$ cat config.mk
export PLATFORM = sky130hd
export DESIGN_NAME = counter_sequencer
export DESIGN_NICKNAME = d
export VERILOG_FILES = /design/src/rtl/counter_sequencer_pkg.sv /design/src/rtl/counter_sequencer_prescaler_tick.sv /design/src/rtl/counter_sequencer.sv
export SDC_FILE = /design/constraint.sdc
export NUM_CORES = 1
export LEC_CHECK = 0
export ABC_AREA = 1
export CELL_PAD_IN_SITES_DETAIL_PLACEMENT = 1
export CELL_PAD_IN_SITES_GLOBAL_PLACEMENT = 1
export CORE_ASPECT_RATIO = 2
export CORE_MARGIN = 4
export CORE_UTILIZATION = 35
export CTS_CLUSTER_SIZE = 40
export DETAILED_ROUTE_END_ITERATION = 6
export PLACE_DENSITY = 0.84
export SYNTH_ARGS = -nofsm -noshare
export SYNTH_HDL_FRONTEND = slang
export SYNTH_SLANG_ARGS = --single-unit
$ cat constraint.sdc
create_clock -name clk -period 3.1 [get_ports clk]
set_input_delay 0.465 -clock clk [delete_from_list [all_inputs] [get_ports clk]]
set_output_delay 0.465 -clock clk [all_outputs]
set_load 0.01 [all_outputs]
$ cat src/rtl/counter_sequencer_pkg.sv
// Shared definitions for the counter sequencer: state encoding and default widths.
package counter_sequencer_pkg;

    localparam int DEF_WIDTH = 4;
    localparam int DEF_PRE_W = 2;

    typedef enum logic [1:0] {
        IDLE = 2'd0,
        RUN  = 2'd1,
        DONE = 2'd2
    } state_e;

endpackage

$ cat src/rtl/counter_sequencer_prescaler_tick.sv
// Prescaler: counts 0..limit while run is high and flags the cycle on which it wraps.
module prescaler_tick #(
    parameter int PRE_W = 2
) (
    input  logic             clk,
    input  logic             reset,
    input  logic             clear,
    input  logic             run,
    input  logic [PRE_W-1:0] limit,
    output logic             step
);

    logic [PRE_W-1:0] cnt_q;
    logic [PRE_W-1:0] cnt_d;

    // Combinational: step is registered by the parent together with the count update.
    assign step = run && !clear && (cnt_q == limit);

    always_comb begin
        // NOTE: default assignment first so every path drives cnt_d and no latch is inferred.
        cnt_d = cnt_q;
        if (clear) begin
            cnt_d = '0;
        end else if (run) begin
            cnt_d = (cnt_q == limit) ? '0 : cnt_q + PRE_W'(1);
        end
    end

    always_ff @(posedge clk or posedge reset) begin
        if (reset) begin
            cnt_q <= '0;
        end else begin
            // NOTE: non-blocking so every register samples pre-edge values.
            cnt_q <= cnt_d;
        end
    end

endmodule

$ cat src/rtl/counter_sequencer.sv
// Programmable interval timer: start latches period/prescale/mode, the counter
// advances on prescaled steps, and tick/done report terminal count.
module counter_sequencer
    import counter_sequencer_pkg::*;
#(
    parameter int WIDTH = DEF_WIDTH,
    parameter int PRE_W = DEF_PRE_W
) (
    input  logic             clk,
    input  logic             reset,
    input  logic             start,
    input  logic             stop,
    input  logic             periodic,
    input  logic [WIDTH-1:0] period,
    input  logic [PRE_W-1:0] prescale,
    output logic             busy,
    output logic             step,
    output logic [WIDTH-1:0] count,
    output logic             tick,
    output logic             done,
    output logic             err
);

    state_e           state_q, state_d;
    logic [WIDTH-1:0] count_q, count_d;
    logic [WIDTH-1:0] period_l_q, period_l_d;
    logic [PRE_W-1:0] prescale_l_q, prescale_l_d;
    logic             periodic_l_q, periodic_l_d;
    logic             busy_q, busy_d;
    logic             step_q, step_d;
    logic             tick_q, tick_d;
    logic             done_q, done_d;
    logic             err_q, err_d;

    logic start_ok;
    logic start_bad;
    logic in_run;
    logic pre_step;
    logic at_term;

    // A start coinciding with stop is dropped entirely, including the zero-period error.
    assign start_ok  = start && !stop && (period != '0);
    assign start_bad = start && !stop && (period == '0);
    assign in_run    = (state_q == RUN);
    assign at_term   = (count_q == period_l_q);

    prescaler_tick #(
        .PRE_W (PRE_W)
    ) u_prescaler (
        .clk   (clk),
        .reset (reset),
        .clear (start_ok && !in_run),
        .run   (in_run && !stop),
        .limit (prescale_l_q),
        .step  (pre_step)
    );

    always_ff @(posedge clk or posedge reset) begin
        if (reset) begin
            state_q <= IDLE;
        end else begin
            state_q <= state_d;
        end
    end

    always_comb begin
        state_d = state_q;
        case (state_q)
            IDLE: if (start_ok) state_d = RUN;
            RUN: begin
                if (stop) begin
                    state_d = IDLE;
                end else if (pre_step && at_term && !periodic_l_q) begin
                    state_d = DONE;
                end
            end
            DONE: begin
                if (stop) begin
                    state_d = IDLE;
                end else if (start_ok) begin
                    state_d = RUN;
                end
            end
            default: state_d = IDLE;
        endcase
    end

    always_comb begin
        count_d      = count_q;
        period_l_d   = period_l_q;
        prescale_l_d = prescale_l_q;
        periodic_l_d = periodic_l_q;
        step_d       = 1'b0;
        tick_d       = 1'b0;
        err_d        = 1'b0;
        done_d       = done_q;
        busy_d       = (state_d == RUN);

        if (in_run) begin
            if (!stop && pre_step) begin
                step_d = 1'b1;
                if (at_term) begin
                    tick_d = 1'b1;
                    if (periodic_l_q) begin
                        count_d = '0;
                    end else begin
                        done_d = 1'b1;
                    end
                end else begin
                    count_d = count_q + WIDTH'(1);
                end
            end
        end else begin
            if (stop) begin
                done_d = 1'b0;
            end else if (start_ok) begin
                period_l_d   = period;
                prescale_l_d = prescale;
                periodic_l_d = periodic;
                count_d      = '0;
                done_d       = 1'b0;
            end else if (start_bad) begin
                err_d = 1'b1;
            end
        end
    end

    always_ff @(posedge clk or posedge reset) begin
        if (reset) begin
            count_q      <= '0;
            period_l_q   <= '0;
            prescale_l_q <= '0;
            periodic_l_q <= 1'b0;
            busy_q       <= 1'b0;
            step_q       <= 1'b0;
            tick_q       <= 1'b0;
            done_q       <= 1'b0;
            err_q        <= 1'b0;
        end else begin
            count_q      <= count_d;
            period_l_q   <= period_l_d;
            prescale_l_q <= prescale_l_d;
            periodic_l_q <= periodic_l_d;
            busy_q       <= busy_d;
            step_q       <= step_d;
            tick_q       <= tick_d;
            done_q       <= done_d;
            err_q        <= err_d;
        end
    end

    assign busy  = busy_q;
    assign step  = step_q;
    assign count = count_q;
    assign tick  = tick_q;
    assign done  = done_q;
    assign err   = err_q;

endmodule

==> flow_metrics.py <==
metrics = {
    "status": {
        "status": "completed",
    },
    "clock_network": {
        "cts_hold_buf": 0,
        "cts_resized": 0,
        "cts_made_buffers": 3,
        "clkTransAtPathRegs_ns": 0.07,
        "htree_num_levels": 1,
        "cts_setup_buffers": 0,
        "cts_tree": "done",
        "clk_latency_ns": 0.26,
        "clock_sinks": 20,
        "cts_root_buf": "clkbuf_8",
        "clockBufferDepth": 2,
    },
    "placed_design": {
        "io_buffers": 19,
        "gp_congestion": 0.827,
        "pre_cts_slack_ns": 1.25,
        "dpl-instance-area_sq_um": 1290,
        "dp_hpwl_mm": 2.21,
        "dp_cells": 182,
    },
    "global_routing": {
        "grt_pass1_vias": 1106,
        "grt_max_degree": 21,
        "grt_pass1_wl_mm": 4.88,
        "antenna_found_initial": 0,
        "grt_use_total_pct": 16.8,
        "grt_overflow": 0,
    },
    "route": {
        "dr.first_iter.drc_count": 15,
        "wl_per_cell_um": 14.7,
        "wl_met1_um": 900,
        "wl_met2_mm": 1.66,
        "post-route-drc-count": 0,
        "avgViaCountPerCell": 5.03,
        "vias": 936,
        "routed_wl_mm": 2.74,
        "dr_wl_met3_um": 49,
        "postRouteAntennaNets": 0,
        "dr.pass1.iters": 4,
        "top_layer": "met4",
    },
    "finish": {
        "layout.nets": 169,
        "diodes": 0,
        "final_common_cell": "nand2_1",
        "final_cells": 186,
        "syn_to_final_growth_pct": 25.3,
        "drive_above_1_share_pct": 14.7,
        "fillers": 382,
        "final_area_sq_um": 1340,
        "layout_common_cells": "43 x nand2_1, 20 x dfrtp_1, 19 x clkdlybuf4s50_1",
    },
    "timing": {
        "tns_ns": 0,
        "fin_crit_sh_pct": 57.7,
        "hold_viol_final": 0,
        "worst_slack_ns": 1.31,
        "rsz0062_at_grt": "false",
        "relSlewSlack_pct": 48.9,
        "final-setup-viol-count": 0,
        "fin_crit_ns": 1.79,
        "worst_pin_slew_ns": 0.765,
        "finClkSkew_ns": 0.00334,
        "fmax_mhz": 559,
        "drv_slew": 0,
    },
    "worst_setup_path": {
        "r2r-end": "busy",
        "worst_r2r_path_depth": 8,
        "worstSetupPathType": "reg2out",
        "path_cells": "clkdlybuf4s50_1",
        "path_buf_inv": 1,
        "required_ns": 2.63,
        "crit_family": "buffers and inverters",
        "endpoint_kind": "output port",
        "cp-start-kind": "flip-flop",
        "regToRegStartpoint": "count[0]",
        "crit_fanout": 7,
        "slowest_delay_ns": 0.59,
        "cp-endpoint": "count[0]",
        "ff2ff_setup_slack_ns": 1.74,
        "critical_path_depth": 1,
        "slowest_stage": "clkdlybuf4s50_1",
        "crit_start": "count[0]",
        "arrival_ns": 1.32,
    },
    "die": {
        "num_rows": 28,
        "dieWidth_um": 47.1,
        "die_h_um": 86.3,
        "die_area_sq_um": 4070,
        "initial_core_util_pct": 36.4,
        "core_sq_um": 2940,
        "io_pins": 20,
    },
    "logic_synthesis": {
        "syn_area_sq_um": 1070,
        "synth_warnings": 0,
        "synth_nets": 146,
        "synth_cell_type_count": 21,
        "synth_seq_area_share_pct": 46.7,
        "syn_inst": 134,
        "syn_area_per_cell_sq_um": 8.00,
        "synth_seq_cells": 20,
    },
    "hold_path": {
        "holdPathStages": 2,
        "min_path_type": "reg2reg",
    },
    "job": {
        "max_cap_viol_count": 0,
    },
    "power_and_ir_drop": {
        "power_density_nw_per_um2": 586,
        "power_leakage_nw": 0.642,
        "ir_worst_vdd_v": 0.000267,
    },
}
## sequential cells by signal, summed over array words and instances (netlist names)
signal / flops
step: 1
state_q: 2
tick: 1
err: 1
u_prescaler.cnt_q: 2
busy: 1
periodic_l_q: 1
prescale_l_q: 2
period_l_q: 4
done: 1
count: 4
## Yosys cell counts
cell type   n  share of area [%]
nor3_1      1               0.47
ha_1        1                1.2
inv_2       3                1.1
nand2_1    43                 15
nand2_4     3                3.2
a21oi_2     1               0.82
nand3_1     8                3.7
xor2_1      2                1.6
o21ai_0     4                1.9
xnor2_1     1               0.82
nand4_1     2                1.2
nor2_4      3                3.2
inv_4       1               0.58
buf_6       1                1.1
nor2_1      5                1.8
o21ai_1     9                4.2
nand3_2     2                1.9
dfrtp_1    20                 47
nor2_2      2                1.2
inv_1      18                6.3
nand2_2     4                2.3
## worst min-delay path, cell delays in order, from the launching register on
cell and delay, ns:
dfrtp_1 0.37, nand2_1 0.06, nand2_1 0.05
## report_power, final
group / internal [W] / switching, W
registers: 0.000300 / 0.0000392
clock network: 0.000113 / 0.0000874
logic: 0.0000953 / 0.000152
## metrics by stage
stage,util (%),total power (W),hold WS (ns)
final,45.7,0.000787,0.508
after global routing,45.7,0.000845,0.553
after CTS,45.7,0.000798,0.512
after detailed placement,43.8,0.000596,0.496
after global placement,43.8,0.000578,0.489
after floorplan,-,0.000502,0.429
## worst min-delay path by stage
stage,from,end
CTS,u_prescaler.cnt_q[1],u_prescaler.cnt_q[1]
finish,u_prescaler.cnt_q[1],u_prescaler.cnt_q[1]
detailed placement,u_prescaler.cnt_q[1],u_prescaler.cnt_q[1]
global placement,u_prescaler.cnt_q[1],u_prescaler.cnt_q[1]
floorplan,reset,busy
global route,u_prescaler.cnt_q[1],u_prescaler.cnt_q[1]
## routing by layer
layer / global-route usage (%) / vias to the layer above
li1: - / 455
met1: 17.4 / 459
met2: 29.4 / 14
met3: 1.87 / 8
met4: 11.1 / 0
met5: 0 / -
## kinds of logic (layout without fill, tap and decap cells)
family | count (synthesis) | in the layout | synth area share [%]
DFF | 20 | 20 | 46.7
and+or+nand+nor | 73 | 73 | 33.8
buffers and inverters | 23 | 45 | 8.98
xor gates and xnor gates | 3 | 3 | 2.45
AOI/OAI and AO/OA | 14 | 14 | 6.88
adders and majority gates | 1 | 1 | 1.17
## area by class of cell
| type | instances | area, sq um | share of cell area (%) |
|---|---|---|---|
| Sequential cell | 20 | 500 | 37.2 |
| Timing Repair Buffer | 19 | 190 | 14.2 |
| Tap cell | 30 | 37.5 | 2.79 |
| Clock buffer | 4 | 55.1 | 4.10 |
| Multi-Input combinational cell | 91 | 475 | 35.4 |
| Inverter | 22 | 85.1 | 6.33 |
No activity file was read; power rests on OpenSTA's default activity.
